File: config.mk
export PLATFORM = sky130hd
export DESIGN_NAME = depth_event_packer_flat
export DESIGN_NICKNAME = d
export VERILOG_FILES = /design/src/rtl/depth_event_packer_pkg.sv /design/src/rtl/depth_event_packer_if.sv /design/src/rtl/depth_event_packer_fifo.sv /design/src/rtl/depth_event_packer.sv /design/src/flat_wrapper.sv
export SDC_FILE = /design/constraint.sdc
export NUM_CORES = 2
export LEC_CHECK = 0
export BUFFER_PORTS_ARGS = -buffer_cell sky130_fd_sc_hd__buf_2
export CORE_MARGIN = 5
export CORE_UTILIZATION = 40
export DETAILED_ROUTE_END_ITERATION = 12
export PLACE_DENSITY_LB_ADDON = 0.3
export RECOVER_POWER = 50
export SLEW_MARGIN = 0
export SYNTH_ARGS = -nofsm -noshare
export SYNTH_HDL_FRONTEND = slang
export SYNTH_MEMORY_MAX_BITS = 65536
export SYNTH_SLANG_ARGS = --single-unit
File: constraint.sdc
create_clock -name clk -period 31.1 [get_ports clk]
set_clock_uncertainty 0.05 [all_clocks]
set_input_delay 3.11 -clock clk [delete_from_list [all_inputs] [get_ports clk]]
set_output_delay 3.11 -clock clk [all_outputs]
set_load 0.005 [all_outputs]
File: src/rtl/depth_event_packer_pkg.sv
// Shared types for the depth event packer: the 225-bit event record, its flag word,
// the packer FSM states and the helper that places a record on the 256-bit stream.
package depth_event_packer_pkg;

  typedef struct packed {
    logic [63:0] ts_ns;
    logic [63:0] update_id;
    logic        side;
    logic [31:0] price_q32;
    logic [31:0] qty_q32;
    logic [31:0] reserved;
  } event_record_t;

  typedef struct packed {
    logic [15:0] idx;
    logic [7:0]  lcnt;
    logic [4:0]  rsvd;
    logic        empty;
    logic        first;
    logic        gap;
  } rec_flags_t;

  typedef enum logic [1:0] {
    ST_IDLE   = 2'd0,
    ST_LEVELS = 2'd1,
    ST_DROP   = 2'd2
  } pk_state_e;

  function automatic logic [255:0] pack_record(
    input logic [63:0] ts_ns,
    input logic [63:0] update_id,
    input logic        side,
    input logic [31:0] price_q32,
    input logic [31:0] qty_q32,
    input rec_flags_t  flags
  );
    event_record_t rec;
    rec.ts_ns     = ts_ns;
    rec.update_id = update_id;
    rec.side      = side;
    rec.price_q32 = price_q32;
    rec.qty_q32   = qty_q32;
    rec.reserved  = flags;
    return {31'b0, rec};
  endfunction

endpackage

File: src/rtl/depth_event_packer_if.sv
// Header, level and AXI-Stream output signals of the depth packer; slave = packer side.
interface depth_event_packer_if #(
  parameter int LCW = 5
);
  logic           hdr_valid;
  logic           hdr_ready;
  logic [63:0]    hdr_ts_ns;
  logic [63:0]    hdr_update_id;
  logic [LCW-1:0] hdr_level_count;
  logic           lvl_valid;
  logic           lvl_ready;
  logic           lvl_side;
  logic [31:0]    lvl_price_q32;
  logic [31:0]    lvl_qty_q32;
  logic [255:0]   m_axis_tdata;
  logic           m_axis_tvalid;
  logic           m_axis_tready;
  logic           m_axis_tlast;

  modport slave (
    input  hdr_valid, hdr_ts_ns, hdr_update_id, hdr_level_count,
    input  lvl_valid, lvl_side, lvl_price_q32, lvl_qty_q32, m_axis_tready,
    output hdr_ready, lvl_ready, m_axis_tdata, m_axis_tvalid, m_axis_tlast
  );

  modport master (
    output hdr_valid, hdr_ts_ns, hdr_update_id, hdr_level_count,
    output lvl_valid, lvl_side, lvl_price_q32, lvl_qty_q32, m_axis_tready,
    input  hdr_ready, lvl_ready, m_axis_tdata, m_axis_tvalid, m_axis_tlast
  );
endinterface

File: src/rtl/depth_event_packer_fifo.sv
// Synchronous record FIFO (data + last) with registered storage and an occupancy count.
module event_rec_fifo #(
  parameter int WIDTH = 257,
  parameter int DEPTH = 16
) (
  input  logic                         clk,
  input  logic                         rst,
  input  logic                         i_push,
  input  logic [WIDTH-1:0]             i_data,
  input  logic                         i_pop,
  output logic [WIDTH-1:0]             o_data,
  output logic                         o_valid,
  output logic [$clog2(DEPTH+1)-1:0]   o_count
);
  localparam int AW = (DEPTH > 1) ? $clog2(DEPTH) : 1;
  localparam int CW = $clog2(DEPTH + 1);

  logic [WIDTH-1:0] r_mem [DEPTH];
  logic [AW-1:0]    r_wr_ptr, r_rd_ptr;
  logic [CW-1:0]    r_count;
  logic             w_do_push, w_do_pop;

  assign w_do_push = i_push && (r_count != CW'(DEPTH));
  assign w_do_pop  = i_pop && (r_count != '0);

  always_ff @(posedge clk) begin
    if (w_do_push) r_mem[r_wr_ptr] <= i_data;
  end

  always_ff @(posedge clk) begin
    if (rst) begin
      r_wr_ptr <= '0;
      r_rd_ptr <= '0;
      r_count  <= '0;
    end else begin
      if (w_do_push) r_wr_ptr <= r_wr_ptr + AW'(1);
      if (w_do_pop)  r_rd_ptr <= r_rd_ptr + AW'(1);
      r_count <= r_count + CW'(w_do_push) - CW'(w_do_pop);
    end
  end

  assign o_data  = r_mem[r_rd_ptr];
  assign o_valid = (r_count != '0);
  assign o_count = r_count;
endmodule

File: src/rtl/depth_event_packer.sv
// Depth-path packer: one 256-bit record per level, whole-message admission against FIFO space,
// update_id gap detection and status counters.
//   state     | meaning
//   ST_IDLE   | waiting for a header; empty messages are written here directly
//   ST_LEVELS | writing one record per accepted level
//   ST_DROP   | consuming the levels of a discarded message
module depth_event_packer
  import depth_event_packer_pkg::*;
#(
  parameter int FIFO_DEPTH   = 16,
  parameter int MAX_LEVELS   = 20,
  parameter bit DROP_ON_FULL = 1'b0,
  parameter bit SEQ_CHECK    = 1'b1
) (
  input  logic                       clk,
  input  logic                       rst,
  depth_event_packer_if.slave        bus,
  output logic [31:0]                o_gap_count,
  output logic [31:0]                o_drop_count,
  output logic [31:0]                o_rec_count,
  output logic                       o_err_lvl_clamp
);
  localparam int LCW = $clog2(MAX_LEVELS + 1);
  localparam int CW  = $clog2(FIFO_DEPTH + 1);

  pk_state_e      r_state, w_next;
  logic [63:0]    r_ts, r_id, r_last_id;
  logic           r_have_last, r_gap, r_err_clamp;
  logic [LCW-1:0] r_n;
  logic [15:0]    r_idx;
  logic [31:0]    r_gap_count, r_drop_count, r_rec_count;

  logic [LCW-1:0] w_clamped, w_need;
  logic [CW-1:0]  w_count, w_free;
  logic           w_clamp_hit, w_space_ok, w_gap, w_hdr_fire, w_drop_hdr, w_lvl_fire, w_last_lvl;
  logic           w_push, w_pop, w_fifo_valid;
  logic [256:0]   w_push_data, w_pop_data;
  rec_flags_t     w_flags;

  assign w_clamp_hit = 32'(bus.hdr_level_count) > 32'(MAX_LEVELS);
  assign w_clamped   = w_clamp_hit ? LCW'(MAX_LEVELS) : bus.hdr_level_count;
  assign w_need      = (w_clamped == '0) ? LCW'(1) : w_clamped;
  // A pop in the current cycle is not credited, keeping admission purely registered.
  assign w_free      = CW'(FIFO_DEPTH) - w_count;
  assign w_space_ok  = 32'(w_need) <= 32'(w_free);
  assign w_gap       = SEQ_CHECK && r_have_last && (bus.hdr_update_id != r_last_id + 64'd1);

  always_comb begin
    w_next        = r_state;
    bus.hdr_ready = 1'b0;
    bus.lvl_ready = 1'b0;
    w_hdr_fire    = 1'b0;
    w_drop_hdr    = 1'b0;
    w_lvl_fire    = 1'b0;
    w_last_lvl    = 1'b0;
    w_push        = 1'b0;
    w_flags       = '0;
    w_push_data   = '0;
    unique case (r_state)
      ST_IDLE: begin
        bus.hdr_ready = !rst && (w_space_ok || DROP_ON_FULL);
        w_hdr_fire    = bus.hdr_valid && bus.hdr_ready;
        if (w_hdr_fire) begin
          if (DROP_ON_FULL && !w_space_ok) begin
            w_drop_hdr = 1'b1;
            w_next     = ST_DROP;
          end else if (w_clamped == '0) begin
            w_push        = 1'b1;
            w_flags.empty = 1'b1;
            w_flags.first = 1'b1;
            w_flags.gap   = w_gap;
            w_push_data   = {1'b1, pack_record(bus.hdr_ts_ns, bus.hdr_update_id, 1'b0,
                                               32'd0, 32'd0, w_flags)};
          end else begin
            w_next = ST_LEVELS;
          end
        end
      end
      ST_LEVELS: begin
        bus.lvl_ready = !rst;
        w_lvl_fire    = bus.lvl_valid && bus.lvl_ready;
        w_last_lvl    = (r_idx == 16'(r_n) - 16'd1);
        w_flags.idx   = r_idx;
        w_flags.lcnt  = 8'(r_n);
        w_flags.first = (r_idx == '0);
        w_flags.gap   = r_gap && (r_idx == '0);
        w_push        = w_lvl_fire;
        w_push_data   = {w_last_lvl, pack_record(r_ts, r_id, bus.lvl_side, bus.lvl_price_q32,
                                                 bus.lvl_qty_q32, w_flags)};
        if (w_lvl_fire && w_last_lvl) w_next = ST_IDLE;
      end
      ST_DROP: begin
        bus.lvl_ready = !rst && (r_n != '0);
        w_lvl_fire    = bus.lvl_valid && bus.lvl_ready;
        w_last_lvl    = (r_n == '0) || (r_idx == 16'(r_n) - 16'd1);
        if ((r_n == '0) || (w_lvl_fire && w_last_lvl)) w_next = ST_IDLE;
      end
      default: w_next = ST_IDLE;
    endcase
  end

  always_ff @(posedge clk) begin
    if (rst) r_state <= ST_IDLE;
    else     r_state <= w_next;
  end

  always_ff @(posedge clk) begin
    if (rst) begin
      r_ts         <= '0;
      r_id         <= '0;
      r_last_id    <= '0;
      r_have_last  <= 1'b0;
      r_gap        <= 1'b0;
      r_n          <= '0;
      r_idx        <= '0;
      r_gap_count  <= '0;
      r_drop_count <= '0;
      r_rec_count  <= '0;
      r_err_clamp  <= 1'b0;
    end else begin
      if (w_hdr_fire) begin
        r_ts        <= bus.hdr_ts_ns;
        r_id        <= bus.hdr_update_id;
        r_n         <= w_clamped;
        r_idx       <= '0;
        r_gap       <= w_gap;
        r_last_id   <= bus.hdr_update_id;
        r_have_last <= 1'b1;
        if (w_gap && (r_gap_count != '1))       r_gap_count  <= r_gap_count + 32'd1;
        if (w_drop_hdr && (r_drop_count != '1)) r_drop_count <= r_drop_count + 32'd1;
        if (w_clamp_hit)                        r_err_clamp  <= 1'b1;
      end
      if (w_lvl_fire) r_idx <= r_idx + 16'd1;
      if (w_pop)      r_rec_count <= r_rec_count + 32'd1;
    end
  end

  event_rec_fifo #(
    .WIDTH (257),
    .DEPTH (FIFO_DEPTH)
  ) u_fifo (
    .clk     (clk),
    .rst     (rst),
    .i_push  (w_push),
    .i_data  (w_push_data),
    .i_pop   (w_pop),
    .o_data  (w_pop_data),
    .o_valid (w_fifo_valid),
    .o_count (w_count)
  );

  assign w_pop             = w_fifo_valid && bus.m_axis_tready;
  assign bus.m_axis_tvalid = w_fifo_valid;
  assign bus.m_axis_tdata  = w_fifo_valid ? w_pop_data[255:0] : '0;
  assign bus.m_axis_tlast  = w_fifo_valid && w_pop_data[256];

  assign o_gap_count     = r_gap_count;
  assign o_drop_count    = r_drop_count;
  assign o_rec_count     = r_rec_count;
  assign o_err_lvl_clamp = r_err_clamp;
endmodule

File: src/flat_wrapper.sv
// flat-port wrapper written by rule: the top's interface ports become plain ports
module depth_event_packer_flat import depth_event_packer_pkg::*;
#(
  parameter int FIFO_DEPTH   = 16,
  parameter int MAX_LEVELS   = 20,
  parameter bit DROP_ON_FULL = 1'b0,
  parameter bit SEQ_CHECK    = 1'b1
)
  (clk, rst, o_gap_count, o_drop_count, o_rec_count, o_err_lvl_clamp, bus_hdr_valid, bus_hdr_ts_ns, bus_hdr_update_id, bus_hdr_level_count, bus_lvl_valid, bus_lvl_side, bus_lvl_price_q32, bus_lvl_qty_q32, bus_m_axis_tready, bus_hdr_ready, bus_lvl_ready, bus_m_axis_tdata, bus_m_axis_tvalid, bus_m_axis_tlast);
  depth_event_packer_if #(.LCW((5))) bus_i ();
  input  logic clk;
  input  logic rst;
  output logic [31:0] o_gap_count;
  output logic [31:0] o_drop_count;
  output logic [31:0] o_rec_count;
  output logic o_err_lvl_clamp;
  input wire logic [$bits(bus_i.hdr_valid)-1:0] bus_hdr_valid;
  input wire logic [$bits(bus_i.hdr_ts_ns)-1:0] bus_hdr_ts_ns;
  input wire logic [$bits(bus_i.hdr_update_id)-1:0] bus_hdr_update_id;
  input wire logic [$bits(bus_i.hdr_level_count)-1:0] bus_hdr_level_count;
  input wire logic [$bits(bus_i.lvl_valid)-1:0] bus_lvl_valid;
  input wire logic [$bits(bus_i.lvl_side)-1:0] bus_lvl_side;
  input wire logic [$bits(bus_i.lvl_price_q32)-1:0] bus_lvl_price_q32;
  input wire logic [$bits(bus_i.lvl_qty_q32)-1:0] bus_lvl_qty_q32;
  input wire logic [$bits(bus_i.m_axis_tready)-1:0] bus_m_axis_tready;
  output wire logic [$bits(bus_i.hdr_ready)-1:0] bus_hdr_ready;
  output wire logic [$bits(bus_i.lvl_ready)-1:0] bus_lvl_ready;
  output wire logic [$bits(bus_i.m_axis_tdata)-1:0] bus_m_axis_tdata;
  output wire logic [$bits(bus_i.m_axis_tvalid)-1:0] bus_m_axis_tvalid;
  output wire logic [$bits(bus_i.m_axis_tlast)-1:0] bus_m_axis_tlast;
  assign bus_i.hdr_valid = bus_hdr_valid;
  assign bus_i.hdr_ts_ns = bus_hdr_ts_ns;
  assign bus_i.hdr_update_id = bus_hdr_update_id;
  assign bus_i.hdr_level_count = bus_hdr_level_count;
  assign bus_i.lvl_valid = bus_lvl_valid;
  assign bus_i.lvl_side = bus_lvl_side;
  assign bus_i.lvl_price_q32 = bus_lvl_price_q32;
  assign bus_i.lvl_qty_q32 = bus_lvl_qty_q32;
  assign bus_i.m_axis_tready = bus_m_axis_tready;
  assign bus_hdr_ready = bus_i.hdr_ready;
  assign bus_lvl_ready = bus_i.lvl_ready;
  assign bus_m_axis_tdata = bus_i.m_axis_tdata;
  assign bus_m_axis_tvalid = bus_i.m_axis_tvalid;
  assign bus_m_axis_tlast = bus_i.m_axis_tlast;
  depth_event_packer #(.FIFO_DEPTH(FIFO_DEPTH), .MAX_LEVELS(MAX_LEVELS), .DROP_ON_FULL(DROP_ON_FULL), .SEQ_CHECK(SEQ_CHECK)) u_core (.clk(clk), .rst(rst), .bus(bus_i), .o_gap_count(o_gap_count), .o_drop_count(o_drop_count), .o_rec_count(o_rec_count), .o_err_lvl_clamp(o_err_lvl_clamp));
endmodule
-- Word level (Yosys, flattened, before mapping)
Memory sizes are Yosys's and may differ from the RTL's. A register that Yosys moved wholly into a read port is not among the register bits.
Index checks and enable logic that the tools add are counted.
- memories kept: 1
- word-level logic and storage cells: 87
- register bits: 231
- input port bits: 203
- bits in writable memories: 4112
- output and inout port bits: 357
- memories (memory ; words ; width ; read ports ; clocked after memory_dff ; write ports ; line ; source):
    u_core.u_fifo.r_mem ; 16 ; 257 ; 1 ; 1 ; 1 ; depth_event_packer_fifo.sv:18 ; logic [WIDTH-1:0] r_mem [DEPTH];
- equality and inequality tests: 10
- reduce and logical (&&, ||, !) cells: 27
- $lt $le $gt $ge: 2
- multiplexer cells: 24
- $add $sub $neg: 10
- operator list (kind ; count):
    $mux W257 ; 2
    $pmux W257 S2 ; 1
    $mux W256 ; 1
    $add A32 B1 Y32 const B ; 2
    $add A64 B1 Y64 const B ; 1
    $ne A64 B64 Y1 ; 1
    $mux W16 ; 2
    $ne A32 B32 Y1 const B ; 1
    $add A16 B1 Y16 const B ; 1
    $eq A16 B16 Y1 ; 1
    $logic_not A16 Y1 ; 1
    $logic_and A1 B1 Y1 ; 14
    $logic_not A5 Y1 ; 2
    $mux W5 ; 2
    $reduce_bool A5 Y1 ; 2
    $add A4 B1 Y4 const B ; 2
    $mux W2 ; 4
    $mux W4 ; 2
    $mux W1 ; 6
    $ne A2 B1 Y1 const B ; 3
    $pmux W1 S2 ; 3
    $pmux W2 S3 ; 1
    $sub A5 B1 Y6 const B ; 1
    $add A5 B1 Y5 ; 1
    14 further kinds ; 16

-- Depth between registers and ports, before layout
- depth in word-level cells: 12
- gate-level depth with buffers: 23
- gate-level depth less buffers: 22

-- Cells and area by module
A second synthesis with hierarchy kept.
- cell total of the unflattened synthesis: 8835
- area, all modules: 170434.7 um^2
- modules (own cells, without submodules) (module ; seq. area each (um^2) ; area each (um^2) ; cells each ; times used):
    event_rec_fifo ; 123818.8 ; 154729.6 ; 6695 ; 1
    depth_event_packer ; 4344.2 ; 15705.1 ; 2140 ; 1

-- Worst setup path after synthesis
No wires, ideal clock.
- kind: input to register
- start: input bus_hdr_level_count[0]
- end: memory u_core.u_fifo.r_mem[3][0] (enable)
- library setup time: 1063 ps
- data arrival time: 20349 ps
- path slack: 9638 ps
- data required time: 29987 ps
- cell stages on the path: 16
- buffers on the path: 1
- path through: o21a_1 > o21ai_0 > and2_1 > ha_1 > nor2b_1 > o21a_1 > o21ai_0 > a21oi_1 > o22a_1 > and3b_1 > nand2_1 > inv_1 > o21ba_2 > clkbuf_1 > nand2_1 > nor3_1
- word-level cells in the longest chain between the ends: 12
- elaborated cells on any way between the ends: 13
- classes of those cells: 2 x order compare; 7 x mux; 4 x reduce/logical
- ends and longest elaborated chain (item ; line ; source):
    from (decl) ; flat_wrapper.sv:20 ; input wire logic [$bits(bus_i.hdr_level_count)-1:0] bus_hdr_level_count;
    $gt A5 B5 Y1 ; depth_event_packer.sv:40 ; assign w_clamp_hit = 32'(bus.hdr_level_count) > 32'(MAX_LEVELS);
    $mux W5 (*) ; depth_event_packer.sv:41 ; assign w_clamped = w_clamp_hit ? LCW'(MAX_LEVELS) : bus.hdr_level_count;
    $logic_not A5 Y1 ; depth_event_packer.sv:42, depth_event_packer.sv:67 ;
    $mux W5 ; depth_event_packer.sv:42 ; assign w_need = (w_clamped == '0) ? LCW'(1) : w_clamped;
    $le A5 B5 Y1 ; depth_event_packer.sv:45 ; assign w_space_ok = 32'(w_need) <= 32'(w_free);
    $logic_and A1 B1 Y1 ; depth_event_packer.sv:61 ; bus.hdr_ready = !rst && (w_space_ok || DROP_ON_FULL);
    $logic_and A1 B1 Y1 ; depth_event_packer.sv:62 ; w_hdr_fire = bus.hdr_valid && bus.hdr_ready;
    $mux W1 (*) ; depth_event_packer.sv:63 ; if (w_hdr_fire) begin
    $pmux W1 S2 (*) ; depth_event_packer.sv:59 ; unique case (r_state)
    $logic_and A1 B1 Y1 (*) ; depth_event_packer_fifo.sv:23 ; assign w_do_push = i_push && (r_count != CW'(DEPTH));
    $mux W1 (*) ; depth_event_packer_fifo.sv:27 ; if (w_do_push) r_mem[r_wr_ptr] <= i_data;
    $mux W1 (not written as such) (*) ; depth_event_packer_fifo.sv:27 ;
    to (decl) ; depth_event_packer_fifo.sv:18 ;
Every way passes the cells marked *; elsewhere a longest branch is shown, timed or not.

-- Final worst setup path
- start: register u_core.u_fifo.r_count[1], in the netlist u_core.u_fifo.o_count[1]
- end: output bus_m_axis_tdata[97]
- word-level cells in the longest chain between the ends: 2
- ends and longest elaborated chain (item ; line ; source):
    from (decl) ; depth_event_packer_fifo.sv:20 ; logic [CW-1:0] r_count;
    from (signal assigned) ; depth_event_packer_fifo.sv:38 ; r_count <= r_count + CW'(w_do_push) - CW'(w_do_pop);
    $reduce_bool A5 Y1 ; depth_event_packer_fifo.sv:43 ; assign o_valid = (r_count != '0);
    $mux W256 ; depth_event_packer.sv:154 ; assign bus.m_axis_tdata = w_fifo_valid ? w_pop_data[255:0] : '0;
    to (decl) ; flat_wrapper.sv:28 ; output wire logic [$bits(bus_i.m_axis_tdata)-1:0] bus_m_axis_tdata;
Every way passes these cells.

==> key figures <==
Synthesis
  • Synth Instances: 7,034
  • Synth Flop Type: edfxtp_1
  • Netlist Area Pre-Place: 0.1467 mm²
  • Number of warnings issued by yosys: 0
  • Mean Syn Cell Area: 20.86 µm²
  • Asr flop ratio synth: 0%
  • Sequential fraction of the synthesis area: 74.58%
  • EDFF count, synth: 3,488
  • Seq cells post-synth: 3,722
  • Number of distinct library cells after synthesis: 75

Timing
  • RSZ-0062 raised after global routing: no
  • Final setup viols: 0
  • Fmax: 80.63 MHz
  • Setup TNS: 0 ns
  • Final WS setup: 18.70 ns
  • Period utilization: 39.88%
  • Max-slew headroom at the worst pin: -237.7%
  • Slew Limit Fails: 1,070
  • Slew @ Worst Pin: 5.066 ns
  • Clock period minus worst slack: 12.40 ns
  • Hold violation count in the final report: 0

Flow run
  • Max_cap viols: 21

Floorplan
  • Die Wd: 615.7 µm
  • Core area: 0.3655 mm²
  • Die Area: 0.3790 mm²
  • Initial Utilization: 40.14%
  • Num ports: 560
  • Die H: 615.7 µm
  • Row count: 222

Clock tree
  • Worst-path clk slew: 0.05 ns
  • CTS sink count: 3,722
  • Number of CTS-inserted buffers: 384
  • Clock Latency Late Sink: 0.94 ns
  • PostCTS Resize Cnt: 0
  • CTS Buffer Depth: 4
  • CTS tree: built
  • CTS H-tree depth: 5
  • CTS root buffer: clkbuf_16
  • Hold_buf cts: 0
  • Post-CTS Setup Bufs: 0

Route
  • Vias/cell: 5.706
  • Drt wl/cell: 29.91 µm
  • Via count: 72,990
  • 1st-iter DRT viols: 7,940
  • Detailed Routing Iterations Pass 1: 6
  • WL final: 382.6 mm
  • Number of nets still failing antenna checks after routing: 0
  • Residual DRC: 0

Final layout
  • Multi-input logic area: 0.03537 mm²
  • Area growth, synth to finish: 13.74%
  • Sequential Area: 0.1094 mm²
  • Fill cells: 30,550
  • Share of layout cells above drive strength 1: 27.70%
  • Nets: 7,854

Global routing
  • Number of global-route vias before repair: 75,740
  • Met3 Track Usage GR: 3.035%
  • Global route overflow: 0
  • First-pass GRT wire length: 549.9 mm
  • Largest net degree at the start of global routing: 143
  • Grt met1 use: 27.04%
  • All-Layer GR Usage: 19.74%
  • Global routing's busiest layer: met2
  • Met2 global-route usage: 32.88%
  • Initial antenna violation count: 58

Worst setup path
  • Worst endpoint data arrival time: 9.24 ns
  • Crit path kind: flip-flop to output port
  • Startpoint types: flip-flop
  • Crit path capture type: output port
  • Reg2Reg Depth: 17
  • R2R Path End: u_core.u_fifo.r_mem[9][166]
  • Critical Path Fanout Max: 99
  • FF-to-FF setup slack: 21.39 ns
  • CP startpoint: u_core.u_fifo.o_count[1]
  • Reg-to-reg critical path startpoint: u_core.u_fifo.o_count[1]
  • Worst EP required: 27.94 ns
  • Setup crit end: bus_m_axis_tdata[97]

Pwr
  • Pwr per Cell Area: 78.18 mW/mm²
  • Leakage power: 52.92 nW
  • Worst VDD drop: 0.05337 mV

Place
  • GPL Wtd Cong: 0.8452
  • IO Port Bufs: 488
  • HPWL Detailed: 211.7 mm
  • Post-place setup slack: 20.62 ns

Run status
  • Failing checks: capacitance limit, slew limit
  • Outcome: complete, but fails checks

Hold path
  • Hold Crit Class: flip-flop to flip-flop
area by class of cell:
cell class | instances | share of cell area [%]
Antenna cell | 36 | 0.05398
Tap cell | 4816 | 3.611
Sequential cell | 3722 | 65.58
Clock buffer | 516 | 6.290
Timing Repair Buffer | 612 | 2.079
Clock inverter | 187 | 1.113
Inverter | 35 | 0.08322
Multi-Input combinational cell | 2869 | 21.19
cells in the final DEF (no fill, tap or decap), types with 9 or more instances in the layout:
cell / n
a21oi_1: 53
a22o_1: 128
and2_0: 102
and2_1: 218
and3_1: 33
and4_1: 21
buf_12: 19
buf_2: 429
buf_4: 87
bufinv_16: 27
clkbuf_1: 180
clkbuf_16: 393
clkbuf_8: 20
clkinv_1: 66
clkinv_2: 57
clkinvlp_4: 12
conb_1: 71
dfxtp_1: 230
diode_2: 36
edfxtp_1: 3488
ha_1: 26
inv_1: 32
mux2i_1: 9
mux4_2: 1090
nand2_1: 341
nand3_1: 66
nand4_1: 46
nor2_1: 108
nor2b_1: 25
nor3_1: 31
nor4_1: 29
o21ai_0: 152
o31ai_1: 21
or3_1: 15
or4_1: 18
xnor2_1: 78
xor2_1: 63
power by group:
| part | switching [mW] | total [mW] | internal [mW] |
|---|---|---|---|
| combinational | 1.48 | 2.68 | 1.21 |
| clock | 1.92 | 4.52 | 2.60 |
| sequential | 0.126 | 5.85 | 5.72 |
sequential cells by signal, summed over array words and instances, names as in the netlist, named ones only:
name                    cells
u_core.o_rec_count         32
u_core.r_last_id           64
u_core.r_ts                64
u_core.u_fifo.r_mem      3488
u_core.o_gap_count         32
u_core.r_have_last          1
u_core.u_fifo.o_count       5
u_core.r_idx               16
u_core.r_state              1
u_core.o_err_lvl_clamp      1
u_core.u_fifo.r_rd_ptr      4
u_core.r_n                  5
u_core.r_gap                1
u_core.u_fifo.r_wr_ptr      4
metal layers:
metal | wire length, µm | vias up
li1 | - | 30160
met1 | 156200 | 39370
met2 | 189400 | 2899
met3 | 25390 | 561
met4 | 11490 | 10
met5 | 71 | -
critical path, stage by stage, from the launching register on:
cell	delay [ns]
dfxtp_1	0.32
inv_1	0.15
ha_1	0.21
and2_0	0.17
ha_1	0.20
clkinvlp_2	3.56
clkbuf_1	2.09
buf_4	0.84
and2_1	0.41
buf_2	0.20
stage by stage:
step	power, mW	instances	util (%)	instance area (µm²)	hold slack (ns)
after floorplan	7.703	7104	-	147000	0.3857
after global placement	8.660	12050	42.31	154700	0.3938
after detailed placement	8.697	12050	42.31	154700	0.3994
after CTS	13.21	12760	45.69	167000	0.4076
after global routing	13.60	12780	45.65	166900	0.4253
final	13.05	12790	45.65	166900	0.4054
kinds of logic (layout without fill, tap and decap cells):
logic type,Yosys count,count (layout),synth area share [%]
other cells,1,107,0.002556
xor+xnor,141,141,0.8417
buf+inv,513,1350,1.528
flops,3722,3722,74.58
compound gates,409,409,1.864
mux,1112,1112,16.89
simple gates,1109,1109,4.059
fa+ha+maj,27,27,0.2354
cell usage after synthesis (4+ instances only):
master | n | area, µm²
a211oi_1 | 8 | 60.06
a21oi_1 | 53 | 265.3
a22o_1 | 128 | 1121
a31oi_1 | 8 | 50.05
and2_1 | 319 | 1996
and3_1 | 33 | 206.5
and4_1 | 21 | 183.9
buf_1 | 82 | 307.8
buf_2 | 17 | 85.08
buf_4 | 76 | 570.6
clkbuf_1 | 300 | 1126
dfxtp_1 | 234 | 4684
edfxtp_1 | 3488 | 104700
ha_1 | 26 | 325.3
inv_1 | 34 | 127.6
mux2_1 | 5 | 56.30
mux2_2 | 8 | 90.09
mux2i_1 | 9 | 90.09
mux4_2 | 1090 | 24550
nand2_1 | 341 | 1280
nand2b_1 | 6 | 37.54
nand3_1 | 66 | 330.3
nand3b_1 | 7 | 52.55
nand4_1 | 46 | 287.8
nor2_1 | 111 | 416.7
nor2b_1 | 25 | 156.4
nor3_1 | 35 | 175.2
nor3b_1 | 5 | 37.54
nor4_1 | 29 | 181.4
nor4_2 | 5 | 62.56
nor4b_1 | 4 | 35.03
o211ai_1 | 5 | 37.54
o21ai_0 | 152 | 760.7
o31a_1 | 4 | 35.03
o31ai_1 | 21 | 157.7
or3_1 | 15 | 93.84
or4_1 | 18 | 135.1
xnor2_1 | 78 | 683.2
xor2_1 | 63 | 551.8
worst min path at each step:
stage / from / endpoint / slack [ns] / cells after the start
3_5_place_dp: u_core.r_ts[33] / u_core.r_ts[33] / 0.40 / 2
5_1_grt: u_core.r_ts[20] / u_core.r_ts[20] / 0.43 / 2
3_3_place_gp: u_core.r_ts[33] / u_core.r_ts[33] / 0.39 / 2
2_1_floorplan: u_core.r_gap / u_core.r_gap / 0.39 / 2
4_1_cts: u_core.r_gap / u_core.r_gap / 0.41 / 2
6_report: u_core.r_ts[22] / u_core.r_ts[22] / 0.41 / 2
No activity file was read; power rests on OpenSTA's default activity.
